<file path="config.mk">
export PLATFORM = sky130hd
export DESIGN_NAME = lbus_cmd_seq
export DESIGN_NICKNAME = d
export VERILOG_FILES = /design/src/rtl/lbus_cmd_seq.sv
export SDC_FILE = /design/constraint.sdc
export NUM_CORES = 1
export LEC_CHECK = 0
export CORE_ASPECT_RATIO = 1.2
export CORE_UTILIZATION = 50
export CTS_BUF_LIST = sky130_fd_sc_hd__clkbuf_4
export CTS_CLUSTER_DIAMETER = 30
export DETAILED_ROUTE_END_ITERATION = 8
export PLACE_DENSITY = 0.89
export SLEW_MARGIN = 20
export SYNTH_ARGS = -nofsm -noshare
export SYNTH_HDL_FRONTEND = slang
export SYNTH_SLANG_ARGS = --single-unit
</file>
<file path="constraint.sdc">
create_clock -name clk -period 5.8 [get_ports clk]
set_input_delay 1.16 -clock clk [delete_from_list [all_inputs] [get_ports clk]]
set_output_delay 1.16 -clock clk [all_outputs]
set_load 0.01 [all_outputs]
</file>
<file path="src/rtl/lbus_cmd_seq.sv">
// Byte-stream command sequencer: parses write/read commands from an RX FIFO,
// drives a simple local bus, and returns read data through a TX FIFO.
module lbus_cmd_seq #(
  parameter logic [15:0] TIMEOUT = 16'd50000
) (
  input  logic        clk,
  input  logic        rstn,
  input  logic [7:0]  rx_d,
  output logic        rx_re,
  input  logic        rx_emp,
  input  logic        rx_aemp,
  output logic [7:0]  tx_d,
  output logic        tx_we,
  input  logic        tx_ful,
  input  logic        tx_aful,
  output logic [15:0] lbus_a,
  output logic [15:0] lbus_di,
  output logic        lbus_wr,
  output logic        lbus_rd,
  input  logic [15:0] lbus_do,
  output logic        err,
  output logic        busy
);

  typedef enum logic [2:0] {
    StCmd,
    StArg,
    StExecWr,
    StExecRd,
    StRdWait,
    StTxHi,
    StTxLo
  } state_e;

  state_e      state_q, state_d;
  logic [1:0]  bcnt_q, bcnt_d;
  logic        op_rd_q, op_rd_d;
  logic [15:0] to_cnt_q, to_cnt_d;
  logic        rx_re_q, rx_re_d;
  logic        byte_vld_q, byte_vld_d;
  logic        tx_we_q, tx_we_d;
  logic [7:0]  tx_d_q, tx_d_d;
  logic [15:0] addr_q, addr_d;
  logic [15:0] data_q, data_d;
  logic [15:0] hold_q, hold_d;
  logic        err_q, err_d;

  logic rx_busy;
  logic tx_busy;
  logic fetch_ok;

  // FIFO flow control; strobes are registered so these never loop back combinationally.
  assign rx_busy = rx_emp | (rx_aemp & rx_re_q);
  assign tx_busy = tx_ful | (tx_aful & tx_we_q);

  // Next-state, byte capture, timeout and strobe decisions.
  always_comb begin
    state_d    = state_q;
    bcnt_d     = bcnt_q;
    op_rd_d    = op_rd_q;
    to_cnt_d   = to_cnt_q;
    tx_d_d     = tx_d_q;
    addr_d     = addr_q;
    data_d     = data_q;
    hold_d     = hold_q;
    err_d      = 1'b0;
    tx_we_d    = 1'b0;
    byte_vld_d = rx_re_q;
    fetch_ok   = 1'b0;
    rx_re_d    = 1'b0;

    unique case (state_q)
      StCmd: begin
        if (byte_vld_q) begin
          if (rx_d == 8'h00 || rx_d == 8'h01) begin
            op_rd_d  = rx_d[0];
            bcnt_d   = 2'd0;
            to_cnt_d = 16'd0;
            state_d  = StArg;
          end else begin
            err_d = 1'b1;
          end
        end
      end
      StArg: begin
        if (byte_vld_q) begin
          unique case (bcnt_q)
            2'd0: addr_d[15:8] = rx_d;
            2'd1: addr_d[7:0]  = rx_d;
            2'd2: data_d[15:8] = rx_d;
            2'd3: data_d[7:0]  = rx_d;
            default: ;
          endcase
          to_cnt_d = 16'd0;
          if (op_rd_q && bcnt_q == 2'd1) begin
            state_d = StExecRd;
          end else if (bcnt_q == 2'd3) begin
            state_d = StExecWr;
          end else begin
            bcnt_d = bcnt_q + 2'd1;
          end
        end else if (to_cnt_q >= TIMEOUT && !rx_re_q) begin
          // Only abort when no byte is in flight, so a late byte is never misread.
          err_d    = 1'b1;
          to_cnt_d = 16'd0;
          state_d  = StCmd;
        end else if (to_cnt_q < TIMEOUT) begin
          to_cnt_d = to_cnt_q + 16'd1;
        end
      end
      StExecWr: state_d = StCmd;
      StExecRd: state_d = StRdWait;
      StRdWait: begin
        hold_d  = lbus_do;
        state_d = StTxHi;
      end
      StTxHi: begin
        if (!tx_busy && !tx_we_q) begin
          tx_we_d = 1'b1;
          tx_d_d  = hold_q[15:8];
          state_d = StTxLo;
        end
      end
      StTxLo: begin
        if (!tx_busy && !tx_we_q) begin
          tx_we_d = 1'b1;
          tx_d_d  = hold_q[7:0];
          state_d = StCmd;
        end
      end
      default: state_d = StCmd;
    endcase

    // Next strobe is issued only if the following cycle still fetches and no
    // other strobe (the final TX write) claims that cycle.
    fetch_ok = (state_d == StCmd) || (state_d == StArg);
    rx_re_d  = fetch_ok && !rx_busy && !rx_re_q && !tx_we_d;
  end

  // State registers with asynchronous active-low reset.
  always_ff @(posedge clk or negedge rstn) begin
    if (!rstn) begin
      state_q    <= StCmd;
      bcnt_q     <= 2'd0;
      op_rd_q    <= 1'b0;
      to_cnt_q   <= 16'd0;
      rx_re_q    <= 1'b0;
      byte_vld_q <= 1'b0;
      tx_we_q    <= 1'b0;
      tx_d_q     <= 8'h00;
      addr_q     <= 16'h0000;
      data_q     <= 16'h0000;
      hold_q     <= 16'h0000;
      err_q      <= 1'b0;
    end else begin
      state_q    <= state_d;
      bcnt_q     <= bcnt_d;
      op_rd_q    <= op_rd_d;
      to_cnt_q   <= to_cnt_d;
      rx_re_q    <= rx_re_d;
      byte_vld_q <= byte_vld_d;
      tx_we_q    <= tx_we_d;
      tx_d_q     <= tx_d_d;
      addr_q     <= addr_d;
      data_q     <= data_d;
      hold_q     <= hold_d;
      err_q      <= err_d;
    end
  end

  // Output mapping; busy also covers the last TX write, which lands after returning to CMD.
  always_comb begin
    rx_re   = rx_re_q;
    tx_we   = tx_we_q;
    tx_d    = tx_d_q;
    lbus_a  = addr_q;
    lbus_di = data_q;
    lbus_wr = (state_q == StExecWr);
    lbus_rd = (state_q == StExecRd);
    err     = err_q;
    busy    = (state_q != StCmd) || tx_we_q;
  end

endmodule

</file>
==> impl_metrics.csv, run 1 <==
group,metric,value,unit
logic_synthesis,synth-simple-area-share,12.7,%
logic_synthesis,syn_avg_cell_area,12.2,um2
worst_setup_path,crit_fanout,10,
clock_tree,ctsHoldBuffers,0,
logic_synthesis,synth.area.mux_share,17.6,%
power,power.density,490,nW/um2
worst_setup_path,crit_required,4.64,ns
final_layout,final.fill_count,550,
worst_setup_path,end_kind,"output port",
logic_synthesis,synth_compound_area_share,9.84,%
outcome,status,"complete, no violations",
logic_synthesis,async_flop_share,100,%
timing,timing.final.crit_period,3.32,ns
routing,vias,2787,
clock_tree,clk_pin_slew,0.13,ns
floorplan,die-area,7880,um2
final_layout,n_antenna_cell,0,
floorplan,core_area,7270,um2
final_layout,layout_commonest_cell,"dfrtp_1",
worst_setup_path,arrival,2.16,ns
timing,rsz0062_at_grt,"false",
timing,fmax,301,MHz
clock_tree,clkLatencyLatePin,0.45,ns
worst_hold_path,min_path_type,"flop to flop",
final_layout,layout_common_cells,"dfrtp_1, clkdlybuf4s50_1, mux2_2, o21ai_0, nand2_1",
routing,routed_wl,8.38,mm
clock_tree,cts_tree,"yes",
floorplan,rows,34,
final_layout,fin_nets,416,
floorplan,die_y,97.0,um
run,drv_cap,0,
logic_synthesis,synth_flop_cell,"dfrtp_1",
timing,worstMarginPinSlew,0.999,ns
power,finalPower,2.30,mW
logic_synthesis,synth_cell_types,50,
routing,vias_per_cell,5.87,
logic_synthesis,synth_edf_count,0,
routing,post_drt_wl_per_cell,17.6,um
floorplan,ios,76,
timing,drv_slew,0,
placed_design,port_buffers,73,
clock_tree,cts_setup_buffers,0,
timing,fin_crit_sh,57.2,%
clock_tree,cts_root_buf,"clkbuf_4",
global_route,track_usage,23.7,%
global_route,grt_pass1_wl,14.2,mm
floorplan,die_w,81.2,um
timing,finClkSkew,0.0221,ns
global_route,overflow,0,
placed_design,dpl.hpwl,5.81,mm
clock_tree,cts_made_buffers,9,
clock_tree,ctsResizeCount,0,
global_route,antenna_found_initial,0,
final_layout,area_growth,24.8,%
floorplan,start_util,51.7,%
logic_synthesis,yosys_warnings,0,
placed_design,routabilityCongestion,0.861,
clock_tree,cts_max_path_buffers,2,
timing,relSlewSlack,32.8,%
timing,fin_setup_tns,0,ns
power,ir_worst_vdd,283,uV
routing,ant_nets,0,
clock_tree,clock-sinks,82,
routing,drt_iter0_markers,279,
logic_synthesis,synth_seq_cells,82,
global_route,grt_pass1_vias,2856,
routing,drcViolationCount,0,
power,leakage,2.02,nW
logic_synthesis,synth_nets,344,
logic_synthesis,ys_seq_area_share,54.5,%
clock_tree,cts-htree-levels,3,
logic_synthesis,netlist_area,3760,um2
routing,first_pass_iters,5,
timing,hold_viol,0,
final_layout,drive_gt1_share,19.5,%
timing,finalSetupViolCount,0,
worst_setup_path,timing_worst_setup_path_type,"flop to output port",
logic_synthesis,synth_fa_ha_area_share,2.00,%
worst_setup_path,startpoint_type,"flop",
logic_synthesis,synth_top_family_by_area,"multiplexers",
logic_synthesis,synthXorXnorAreaFrac,0.698,%
global_route,grt_max_degree,83,
logic_synthesis,syn_inst,308,
[synth_stat cells (4+ instances only)]
cell type | count | area share [%]
o211ai_1 | 4 | 0.80
nand4_1 | 6 | 1.0
inv_1 | 8 | 0.80
nand3_1 | 7 | 0.93
dfrtp_1 | 82 | 55
o21ai_0 | 19 | 2.5
nor2_1 | 9 | 0.90
and3_1 | 7 | 1.2
a21oi_1 | 7 | 0.93
clkbuf_1 | 6 | 0.60
nand2b_1 | 4 | 0.67
nand2_1 | 19 | 1.9
mux2_2 | 50 | 15
ha_1 | 6 | 2.0
mux2i_1 | 10 | 2.7
[kinds of logic (layout without fill, tap and decap cells)]
kind of cell,count (synthesis),after routing
AND/OR/NAND/NOR,80,80
flip-flops,82,82
adder cells (fa/ha/maj),6,6
buffers and inverters,20,97
multiplexers,60,60
XOR/XNOR,3,3
AO/OA/AOI/OAI,57,57
[layer usage]
metal	track usage, %	vias to the layer above	part of all wire [%]
li1	-	1279	-
met1	30.6	1384	40
met2	38.3	101	52
met3	4.43	23	5.5
met4	10.7	0	2.7
met5	0	-	0
[worst paths after layout]
path / from / endpoint / slack, ns / cells past startpoint
min in group asynchronous: rstn / lbus_di[7] / 0.72 / 1
min reg2reg: tx_d[0] / tx_d[0] / 0.51 / 2
max: state_q[0] / busy / 2.48 / 3
max in group asynchronous: rstn / tx_d[5] / 4.56 / 1
max reg2reg: state_q[0] / to_cnt_q[6] / 3.44 / 5
min: tx_d[0] / tx_d[0] / 0.51 / 2
[worst max-delay path, cell delays in order (launching register included)]
cell	delay, ns
dfrtp_1	0.54
nor3_2	0.39
or2b_1	0.31
clkdlybuf4s50_1	0.49
[state kept, by name, summed over array words and instances, names as in the netlist]
| signal | flops |
|---|---|
| hold_q | 16 |
| lbus_a | 16 |
| lbus_di | 16 |
| to_cnt_q | 16 |
| tx_d | 8 |
| state_q | 3 |
| bcnt_q | 2 |
| byte_vld_q | 1 |
| err | 1 |
| op_rd_q | 1 |
| rx_re | 1 |
| tx_we | 1 |
[cell type report]
| class | count | area, um2 | area share (%) |
|---|---|---|---|
| Multi-Input combinational cell | 206 | 1630 | 34.6 |
| Clock inverter | 7 | 76.3 | 1.62 |
| Inverter | 8 | 30.0 | 0.639 |
| Clock buffer | 9 | 67.6 | 1.44 |
| Timing Repair Buffer | 73 | 732 | 15.6 |
| Tap cell | 90 | 113 | 2.40 |
| Sequential cell | 82 | 2050 | 43.7 |
[power breakdown]
part / switching, mW / internal, mW
registers: 0.170 / 0.801
clock network: 0.214 / 0.135
logic: 0.433 / 0.551
[through the flow]
step | hold WS [ns] | utilization, % | setup WS, ns | area [um2] | cells
floorplan | 0.467 | - | 3.30 | 3760 | 308
global placement | 0.468 | 62.3 | 2.45 | 4540 | 459
global route | 0.533 | 64.6 | 2.41 | 4700 | 475
CTS | 0.510 | 64.3 | 2.50 | 4680 | 475
finish | 0.507 | 64.6 | 2.48 | 4700 | 475
detailed placement | 0.478 | 62.3 | 2.39 | 4540 | 459
No activity file was read; power rests on OpenSTA's default activity.
==> inputs of run 2 (changes only) <==
Clock period 5.8 ns to 3.1 ns, I/O delays scaled along.
==> run 2 against run 1 <==
Die area stayed put; clock power rose by 84%; count of clock-buffer cells in the layout is the same; highest routed layer unchanged; core utilization barely moved; sequential share of layout area barely moved; clock skew down 0.0078 ns.
==> impl_metrics.csv, run 2 (synthesized netlist as in run 1, its figures left out) <==
group,metric,value,unit
outcome,status,"complete, no violations",
final_layout,fin_util,64.6,%
clock_tree,cts_tree,"yes",
global_route,grt_pass1_wl,13.4,mm
power,power.density,910,nW/um2
timing,finalSetupViolCount,0,
clock_tree,clkLatencyLatePin,0.43,ns
worst_setup_path,r2r-start,"state_q[0]",
worst_setup_path,r2r-end,"to_cnt_q[6]",
clock_tree,cts_made_buffers,9,
clock_tree,cts_max_path_buffers,2,
routing,ant_nets,0,
placed_design,routabilityCongestion,0.865,
timing,rsz0062_at_grt,"false",
final_layout,drive_gt1_share,19.9,%
routing,vias,2747,
placed_design,dpl.hpwl,5.80,mm
routing,first_pass_iters,4,
power,leakage,2.03,nW
routing,vias_per_cell,5.76,
floorplan,die-area,7880,um2
global_route,grt_pass1_vias,2863,
final_layout,final.fill_count,549,
worst_setup_path,crit_required,2.48,ns
final_layout,layout_commonest_cell,"dfrtp_1",
worst_hold_path,min_path_type,"primary input to async pin",
power,ir_worst_vdd,521,uV
final_layout,area_growth,24.9,%
clock_tree,cts_root_buf,"clkbuf_4",
worst_setup_path,end_kind,"output port",
worst_setup_path,timing_worst_setup_path_type,"flop to output port",
timing,hold_viol,0,
worst_setup_path,worstRegToRegCells,5,
floorplan,die_y,97.0,um
global_route,track_usage,22.5,%
floorplan,ios,76,
global_route,overflow,0,
floorplan,die_w,81.2,um
timing,fmax,366,MHz
global_route,grt_max_degree,83,
placed_design,port_buffers,73,
clock_tree,cts_setup_buffers,0,
timing,timing.final.crit_period,2.73,ns
clock_tree,cts-htree-levels,3,
worst_setup_path,startpoint_type,"flop",
floorplan,core_area,7270,um2
power,finalPower,4.28,mW
routing,drt_iter0_markers,203,
timing,fin_crit_sh,88.0,%
clock_tree,ctsResizeCount,0,
final_layout,n_antenna_cell,0,
worst_setup_path,arrival,2.11,ns
placed_design,dp.cells,461,
routing,drcViolationCount,0,
floorplan,rows,34,
floorplan,start_util,51.7,%
run,drv_cap,0,
clock_tree,clock-sinks,82,
clock_tree,clk_pin_slew,0.14,ns
routing,post_drt_wl_per_cell,16.9,um
timing,finClkSkew,0.0143,ns
worst_setup_path,crit_fanout,10,
global_route,antenna_found_initial,0,
worst_setup_path,regToRegSetupSlack,0.82,ns
final_layout,stdcell_count,477,
timing,worstMarginPinSlew,1.02,ns
timing,drv_slew,0,
final_layout,fin_nets,418,
routing,routed_wl,8.08,mm
timing,relSlewSlack,31.5,%
timing,fin_setup_tns,0,ns
final_layout,layout_common_cells,"dfrtp_1, clkdlybuf4s50_1, mux2_2, o21ai_0, nand2_1",
clock_tree,ctsHoldBuffers,0,
## run 2: cell types whose count changed in the layout (fill, tap and decap cells not counted), sizes merged
| cell | delta |
|---|---|
| clkinv | -1 |
| buf | +2 |
| clkinvlp | +1 |
## run 2: report_power, final
group / internal, mW / total (mW) / switching (mW) / leakage, nW
sequential: 1.50 / 1.80 / 0.302 / 1.01
combinational: 1.04 / 1.83 / 0.796 / 0.944
clock: 0.253 / 0.641 / 0.389 / 0.0733
## run 2: critical path, stage by stage, from the launching register on
cell             delay (ns)
dfrtp_1                0.53
nor3_2                 0.37
or2b_1                 0.30
clkdlybuf4s50_1        0.48
## run 2: worst max path at each step
| stage | from | endpoint | slack (ns) | cells past startpoint |
|---|---|---|---|---|
| floorplan | rx_d[5] | to_cnt_q[6] | 1.14 | 5 |
| global placement | rx_d[5] | to_cnt_q[6] | 0.32 | 6 |
| detailed placement | rx_d[5] | to_cnt_q[6] | 0.22 | 6 |
| CTS | state_q[1] | busy | 0.34 | 3 |
| global route | state_q[1] | busy | 0.28 | 3 |
| finish | state_q[1] | busy | 0.37 | 3 |
## run 2: layout make-up
class,count,area [um2],area share (%)
inverters,8,30.0,0.639
well taps,90,113,2.40
multi-input cells,206,1610,34.3
repair buffers,75,747,15.9
clock buffers,9,67.6,1.44
flip-flops and latches,82,2050,43.7
clock inverters,7,76.3,1.62
## run 2: routing by layer
metal	GRT usage [%]	routed length (um)
met4	12.2	315
met1	27.4	3260
met2	36.0	4110
met5	0	0
met3	5.38	393
## run 2: through the flow
step | hold slack (ns) | area, um2 | setup slack (ns)
CTS | 0.369 | 4690 | 0.337
floorplan | 0.324 | 3760 | 1.14
finish | 0.200 | 4700 | 0.371
detailed placement | 0.478 | 4550 | 0.224
global route | 0.242 | 4700 | 0.285
global placement | 0.469 | 4550 | 0.318
